File: config.mk
export PLATFORM = sky130hd
export DESIGN_NAME = bus_pipe_receiver
export DESIGN_NICKNAME = d
export VERILOG_FILES = /design/src/rtl/bus_pkg.sv /design/src/rtl/bus_rx_mem.sv /design/src/rtl/bus_pipe_receiver.sv
export SDC_FILE = /design/constraint.sdc
export NUM_CORES = 1
export LEC_CHECK = 0
export CAP_MARGIN = 20
export CORE_ASPECT_RATIO = 1.2
export CORE_MARGIN = 4
export CORE_UTILIZATION = 57
export CTS_CLUSTER_DIAMETER = 200
export DETAILED_ROUTE_END_ITERATION = 8
export PLACE_DENSITY_LB_ADDON = 0.15
export SYNTH_ARGS = -nofsm -noshare
export SYNTH_HDL_FRONTEND = slang
export SYNTH_HIERARCHICAL = 1
export SYNTH_SLANG_ARGS = --single-unit
File: constraint.sdc
create_clock -name clk -period 3.29 [get_ports clk]
set_clock_uncertainty 0.15 [all_clocks]
set_input_delay 0.4935 -clock clk [delete_from_list [all_inputs] [get_ports clk]]
set_output_delay 0.4935 -clock clk [all_outputs]
set_load 0.005 [all_outputs]
File: src/rtl/bus_pkg.sv
// Shared constants, types and helpers for the push-bus receiver.
package bus_pkg;

    localparam int BUS_WIDTH = 4;
    localparam int BUS_DEPTH = 8;
    localparam int BUS_SLACK = 4;

    typedef logic [BUS_WIDTH-1:0] bus_word_t;

    function automatic int clog2(input int v);
        int r;
        r = 0;
        while ((1 << r) < v) r = r + 1;
        return r;
    endfunction

endpackage

File: src/rtl/bus_rx_mem.sv
// Receiver FIFO storage: one write port, asynchronous read port.
module bus_rx_mem #(
    parameter int WIDTH = 4,
    parameter int DEPTH = 8,
    parameter int AW    = 3
) (
    input  logic             clk,
    input  logic             we,
    input  logic [AW-1:0]    waddr,
    input  logic [WIDTH-1:0] wdata,
    input  logic [AW-1:0]    raddr,
    output logic [WIDTH-1:0] rdata
);

    logic [WIDTH-1:0] mem [DEPTH];

    // Storage deliberately has no reset; occupancy lives in the top.
    always_ff @(posedge clk) begin
        if (we) mem[waddr] <= wdata;
    end

    assign rdata = mem[raddr];

endmodule

File: src/rtl/bus_pipe_receiver.sv
// Fixed-latency push-bus receiver with registered credit and FIFO.
// Optional level/hwm ports when BUS_RX_LEVEL_EN is defined.
module bus_pipe_receiver
    import bus_pkg::*;
#(
    parameter int WIDTH = BUS_WIDTH,
    parameter int DEPTH = BUS_DEPTH,
    parameter int SLACK = BUS_SLACK
) (
    input  logic                  clk,
    input  logic                  rst,
    input  logic                  in_valid,
    input  logic [WIDTH-1:0]      in_data,
    output logic                  in_ready,
    output logic                  out_valid,
    output logic [WIDTH-1:0]      out_data,
    input  logic                  out_ready,
    output logic                  ovf,
    input  logic                  ovf_clr
`ifdef BUS_RX_LEVEL_EN
    ,
    output logic [clog2(DEPTH):0] level,
    output logic [clog2(DEPTH):0] hwm
`endif
);

    localparam int AW = clog2(DEPTH);
    localparam int CW = AW + 1;
    localparam logic [CW-1:0] DEPTH_C  = CW'(DEPTH);
    localparam logic [CW-1:0] CREDIT_C = CW'(DEPTH - SLACK);

    if (SLACK >= DEPTH) begin : g_slack_chk
        $fatal(1, "bus_pipe_receiver: SLACK must be below DEPTH");
    end
    if (DEPTH < 2 || (DEPTH & (DEPTH - 1)) != 0) begin : g_depth_chk
        $fatal(1, "bus_pipe_receiver: DEPTH must be a power of two >= 2");
    end

    logic [CW-1:0]    count;
    logic [CW-1:0]    count_next;
    logic [AW-1:0]    wr_ptr;
    logic [AW-1:0]    rd_ptr;
    logic [WIDTH-1:0] rdata;
    logic             full;
    logic             push;
    logic             pop;
    logic             overflow;

    assign full      = (count == DEPTH_C);
    assign out_valid = (count != '0);
    assign pop       = out_valid & out_ready;
    // in_ready is not consulted: in-flight words must always land.
    assign push      = in_valid & (~full | pop);
    assign overflow  = in_valid & full & ~pop;

    always_comb begin
        count_next = count;
        unique case ({push, pop})
            2'b10:   count_next = count + CW'(1);
            2'b01:   count_next = count - CW'(1);
            default: count_next = count;
        endcase
    end

    always_ff @(posedge clk or posedge rst) begin
        if (rst) begin
            count    <= '0;
            wr_ptr   <= '0;
            rd_ptr   <= '0;
            in_ready <= 1'b0;
            ovf      <= 1'b0;
        end else begin
            count    <= count_next;
            in_ready <= (count_next <= CREDIT_C);
            if (push) wr_ptr <= wr_ptr + AW'(1);
            if (pop)  rd_ptr <= rd_ptr + AW'(1);
            if (overflow)     ovf <= 1'b1;
            else if (ovf_clr) ovf <= 1'b0;
        end
    end

    bus_rx_mem #(
        .WIDTH(WIDTH),
        .DEPTH(DEPTH),
        .AW   (AW)
    ) u_mem (
        .clk  (clk),
        .we   (push),
        .waddr(wr_ptr),
        .wdata(in_data),
        .raddr(rd_ptr),
        .rdata(rdata)
    );

    // Gate with out_valid so out_data reads zero in and after reset.
    assign out_data = out_valid ? rdata : '0;

`ifdef BUS_RX_LEVEL_EN
    assign level = count;

    always_ff @(posedge clk or posedge rst) begin
        if (rst)                      hwm <= '0;
        else if (ovf_clr)             hwm <= '0;
        else if (count_next > hwm)    hwm <= count_next;
    end
`endif

endmodule

==> impl_metrics.ini, run 1 <==
[logic_synthesis]
synth_edf_count = 32
synth_top_area_cell = edfxtp_1
yosys_warnings = 6
syn_nets = 144
ys_types = 36
synthArstFlopShare_pct = 27.3
yosysTopAreaCellShare_pct = 46.6
yosys_most_used_dff = edfxtp_1
synth_cells = 132
syn_area_um2 = 2060
ys_ff_latch = 44
synthTopCellsByArea = edfxtp_1, dfrtp_1, mux4_1, mux2_2, buf_6
ys_seq_area_share_pct = 61.2
avgSynthCellArea_um2 = 15.6

[cells_and_area]
fin_cells = 186
area_delta_synth_final_pct = 11.7
diodes = 0
design_area_um2 = 2300
drive_above_1_share_pct = 15.4
layout.nets = 160
final_common_cell = edfxtp_1
postLayoutCoreUtil_pct = 67.3
final_cell_mix = edfxtp_1, clkdlybuf4s50_1, dfrtp_1

[global_route]
grt_use_total_pct = 16.6
first_global_vias = 1147
grt_max_degree = 15
grt_pass1_wl_um = 5710
grt_overflow = 0
antenna_found_initial = 0

[clocking]
clk_pin_slew_ns = 0.08
cts_buffers = 5
clockBufferDepth = 2
cts_resized = 0
root_buffer = clkbuf_8
insertion_delay_ns = 0.29
post_cts_buffers = 0
cts_sinks = 44
htree_num_levels = 2
cts_tree = built
cts_hold_buf = 0

[critical_path]
reg2reg_to = count[2]
critPathMaxFanout = 10
end_kind = output pin
arrival_ns = 2.47
critPathLaunch = rd_ptr[0]
reg2reg_depth = 8
crit_type = reg2out
crit_required_ns = 2.65
r2r-start = count[1]
rrSetupSlack_ns = 0.74
crit_end = out_data[0]
cp-start-kind = flip-flop

[flow_run]
max_cap_violations = 0

[worst_hold_path]
hold_class = reg2reg

[timing]
slew_headroom_pct = 63.2
worst_pin_slew_ns = 0.548
fin_crit_sh_pct = 94.6
max_freq_mhz = 321
drv_slew = 0
whs_ns = 0.357
setup_slack_ns = 0.178
hold_viol = 0
finalSetupTns_ns = 0
layout_min_cycle_time_ns = 3.11
grt_setup_unrepaired = no
setup_viol = 0

[detailed_routing]
num_vias = 1099
drtPass1Iterations = 4
avgRoutedWirePerCell_um = 18.1
wl_um = 3370
initialDrtViolationCount = 53
viasPerCell = 5.91
remaining_drc_errors = 0
final_antenna_net_count = 0

[floorplan]
io_pins = 16
dieArea_um2 = 4650
start_util_pct = 60.2
dieHeight_um = 73.9
num_rows = 23
dieWidth_um = 62.9
core_um2 = 3420

[pwr]
ir_drop_v = 0.000454
power.leakage_nw = 0.819
powerDensity_nw_per_um2 = 818
p_total_mw = 1.88

[outcome]
status = completed

[placement]
hpwlAfterDp_um = 2530
gp_congestion = 0.841
io_buffer_count = 15
placed_area_um2 = 2210
pre_cts_ws_ns = 0.487
placed_cells = 178
## worst max-delay path, stage by stage (launching register included)
cell	delay, ns
dfrtp_1	0.65
mux4_1	0.67
mux2_2	0.28
and2_1	0.13
clkdlybuf4s50_1	0.45
## worst min-delay path by stage
stage | startpoint | endpoint | slack, ns | depth (start not counted)
finish | wr_ptr[2] | wr_ptr[2] | 0.36 | 1
detailed placement | wr_ptr[2] | wr_ptr[2] | 0.33 | 1
CTS | wr_ptr[2] | wr_ptr[2] | 0.35 | 1
global route | wr_ptr[2] | wr_ptr[2] | 0.37 | 1
floorplan | rst | count[0] | 0.21 | 1
global placement | wr_ptr[2] | wr_ptr[2] | 0.33 | 1
## where the power goes
group / internal, mW / leakage (nW) / total [mW] / switching [mW]
Sequential: 0.724 / 0.435 / 0.884 / 0.161
Clock: 0.151 / 0.0414 / 0.329 / 0.178
Combinational: 0.421 / 0.343 / 0.670 / 0.250
## logic make-up (layout without fill, tap and decap cells)
kind of cell	count (synthesis)	in the layout	synth area share, %
muxes	18	18	15.5
adders and majority gates	3	3	1.82
xor gates and xnor gates	7	7	2.97
DFF	44	44	61.2
AOI/OAI and AO/OA	14	14	5.46
and+or+nand+nor	35	35	9.47
buffers and inverters	11	28	3.58
## flip-flops by register name, summed over array words and instances, names as in the netlist
name and count:
rd_ptr 3, wr_ptr 3, count 4, ovf 1, u_mem/mem 32, in_ready 1
## area by class of cell
class / count / area (µm²)
Tap cell: 37 / 46.3
Clock buffer: 6 / 72.6
Sequential cell: 44 / 1260
Inverter: 2 / 7.51
Fill cell: 246 / 1120
Multi-Input combinational cell: 77 / 727
Clock inverter: 2 / 16.3
Timing Repair Buffer: 18 / 173
## Yosys cell counts (2+ instances only)
| master | instances |
|---|---|
| edfxtp_1 | 32 |
| dfrtp_1 | 12 |
| mux2_2 | 8 |
| mux4_1 | 8 |
| nor2_1 | 7 |
| nand2_1 | 5 |
| buf_6 | 4 |
| nand2b_1 | 4 |
| xnor2_1 | 4 |
| and2_1 | 3 |
| clkbuf_1 | 3 |
| ha_1 | 3 |
| nor3_1 | 3 |
| o21ai_0 | 3 |
| xor2_1 | 3 |
| a21oi_1 | 2 |
| a31oi_1 | 2 |
| and2_2 | 2 |
| buf_2 | 2 |
| inv_1 | 2 |
| mux2i_1 | 2 |
| nand3_1 | 2 |
| nand3b_1 | 2 |
| or3_1 | 2 |
## routing by layer
metal	track usage (%)	vias to the layer above	wire (µm)
li1	-	537	-
met1	18.4	542	1420
met2	30.5	16	1800
met3	4.28	4	103
met4	6.62	0	43
met5	0	-	0
No activity file was read; power rests on OpenSTA's default activity.
==> run 2, diff against run 1 <==
--- a/config.mk
+++ b/config.mk
@@ -12,6 +12,7 @@
 export CTS_CLUSTER_DIAMETER = 200
 export DETAILED_ROUTE_END_ITERATION = 8
 export PLACE_DENSITY_LB_ADDON = 0.15
+export SLEW_MARGIN = 10
 export SYNTH_ARGS = -nofsm -noshare
 export SYNTH_HDL_FRONTEND = slang
 export SYNTH_HIERARCHICAL = 1
==> results of run 2 <==
No change in the layout: final DEF, timing and power equal those of run 1.
==> run 3, diff against run 2 <==
--- a/config.mk
+++ b/config.mk
@@ -8,7 +8,7 @@
 export CAP_MARGIN = 20
 export CORE_ASPECT_RATIO = 1.2
 export CORE_MARGIN = 4
-export CORE_UTILIZATION = 57
+export CORE_UTILIZATION = 40
 export CTS_CLUSTER_DIAMETER = 200
 export DETAILED_ROUTE_END_ITERATION = 8
 export PLACE_DENSITY_LB_ADDON = 0.15
==> impl_metrics.ini, run 3 (synthesis results as in run 1) <==
[outcome]
status = completed

[floorplan]
io_pins = 16
num_rows = 28
start_util_pct = 41.4
dieWidth_um = 73.5
dieArea_um2 = 6370
core_um2 = 4970
dieHeight_um = 86.7

[critical_path]
critPathMaxFanout = 10
arrival_ns = 2.44
crit_required_ns = 2.65
crit_chain = mux4_1 > mux2_2 > and2_1 > clkdlybuf4s50_1
crit_type = reg2out
end_kind = output pin
cp_top_family = multiplexers
cp-start-kind = flip-flop
crit_buf_inv = 1
cpMaxStageDelayCell = dfrtp_1
cpPeakStageDelay_ns = 0.66

[cells_and_area]
area_delta_synth_final_pct = 13.0
design_area_um2 = 2330
drive_above_1_share_pct = 15.4
final_cell_mix = edfxtp_1, clkdlybuf4s50_1, dfrtp_1
diodes = 0
regMostFlops = u_mem/mem
layout.nets = 160
fin_cells = 209
final_common_cell = edfxtp_1
postLayoutCoreUtil_pct = 46.9
largest_reg_flops = 32
fillCellCount = 445
largest_registers = u_mem/mem x32, count x4

[timing]
max_freq_mhz = 324
slew_headroom_pct = 59.9
grt_setup_unrepaired = no
finalSetupTns_ns = 0
setup_slack_ns = 0.206
drv_slew = 0
fin_crit_sh_pct = 93.7
hold_viol = 0
layout_min_cycle_time_ns = 3.08
setup_viol = 0
worst_pin_slew_ns = 0.596

[pwr]
ir_drop_v = 0.000350
power.leakage_nw = 0.816
powerDensity_nw_per_um2 = 809

[worst_hold_path]
hold_class = reg2reg

[detailed_routing]
wl_um = 3520
drtPass1Iterations = 4
avgRoutedWirePerCell_um = 16.8
final_antenna_net_count = 0
initialDrtViolationCount = 81
remaining_drc_errors = 0
num_vias = 1107
viasPerCell = 5.30

[placement]
pre_cts_ws_ns = 0.492
hpwlAfterDp_um = 2640
gp_congestion = 0.761
placed_area_um2 = 2240
placed_cells = 201
io_buffer_count = 15

[global_route]
antenna_found_initial = 0
grt_pass1_wl_um = 5980
first_global_vias = 1178
grt_overflow = 0
grt_max_degree = 15
grt_use_total_pct = 12.7

[clocking]
root_buffer = clkbuf_8
cts_sinks = 44
cts_buffers = 5
cts_resized = 0
cts_hold_buf = 0
post_cts_buffers = 0
insertion_delay_ns = 0.29
cts_tree = built
clk_pin_slew_ns = 0.08
clockBufferDepth = 2
htree_num_levels = 2

[flow_run]
max_cap_violations = 0
run 3: changes by cell type in the layout (fill, tap and decap cells not counted), sizes merged:
cell,delta
clkbuf,-1
clkinvlp,+1
run 3: per-layer routing:
layer / global-route usage [%] / share of wire, % / up-vias
li1: - / - / 540
met1: 17.2 / 47 / 549
met2: 19.6 / 49 / 14
met3: 3.83 / 3.0 / 4
met4: 3.95 / 1.0 / 0
met5: 0 / 0 / -
run 3: area by class of cell:
| type | instances | area [µm²] | area share (%) |
|---|---|---|---|
| Sequential cell | 44 | 1260 | 54.1 |
| Multi-Input combinational cell | 77 | 727 | 31.2 |
| Clock inverter | 3 | 18.8 | 0.805 |
| Inverter | 2 | 7.51 | 0.322 |
| Clock buffer | 5 | 68.8 | 2.95 |
| Timing Repair Buffer | 18 | 173 | 7.41 |
| Tap cell | 60 | 75.1 | 3.22 |
run 3: power by group:
group	switching, mW	leakage (nW)	internal [mW]
Clock	0.178	0.0378	0.146
Sequential	0.165	0.435	0.724
Combinational	0.252	0.343	0.421
run 3: stage by stage:
stage          hold slack (ns)  power (mW)
3_3_place_gp             0.333        1.57
2_1_floorplan            0.208        1.38
6_report                 0.363        1.89
5_1_grt                  0.414        2.02
3_5_place_dp             0.356        1.59
4_1_cts                  0.368        1.92
run 3: worst register-to-register path: stages, from the launching register on:
cell      delay [ns]
dfrtp_1         0.51
o41ai_4         0.52
nor2_1          0.13
xor2_1          0.16
ha_1            0.23
nand3b_1        0.11
o22ai_2         0.09
or3_1           0.38
a31oi_1         0.19
run 3: final timing paths:
check	from	to	slack [ns]	cells after the start
setup / recovery	rd_ptr[0]	out_data[2]	0.21	4
hold / removal	wr_ptr[2]	wr_ptr[2]	0.36	1
setup reg to reg	count[1]	in_ready	0.73	8
hold reg to reg	wr_ptr[2]	wr_ptr[2]	0.36	1
max in group asynchronous	rst	rd_ptr[2]	2.30	2
min in group asynchronous	rst	ovf	0.37	2
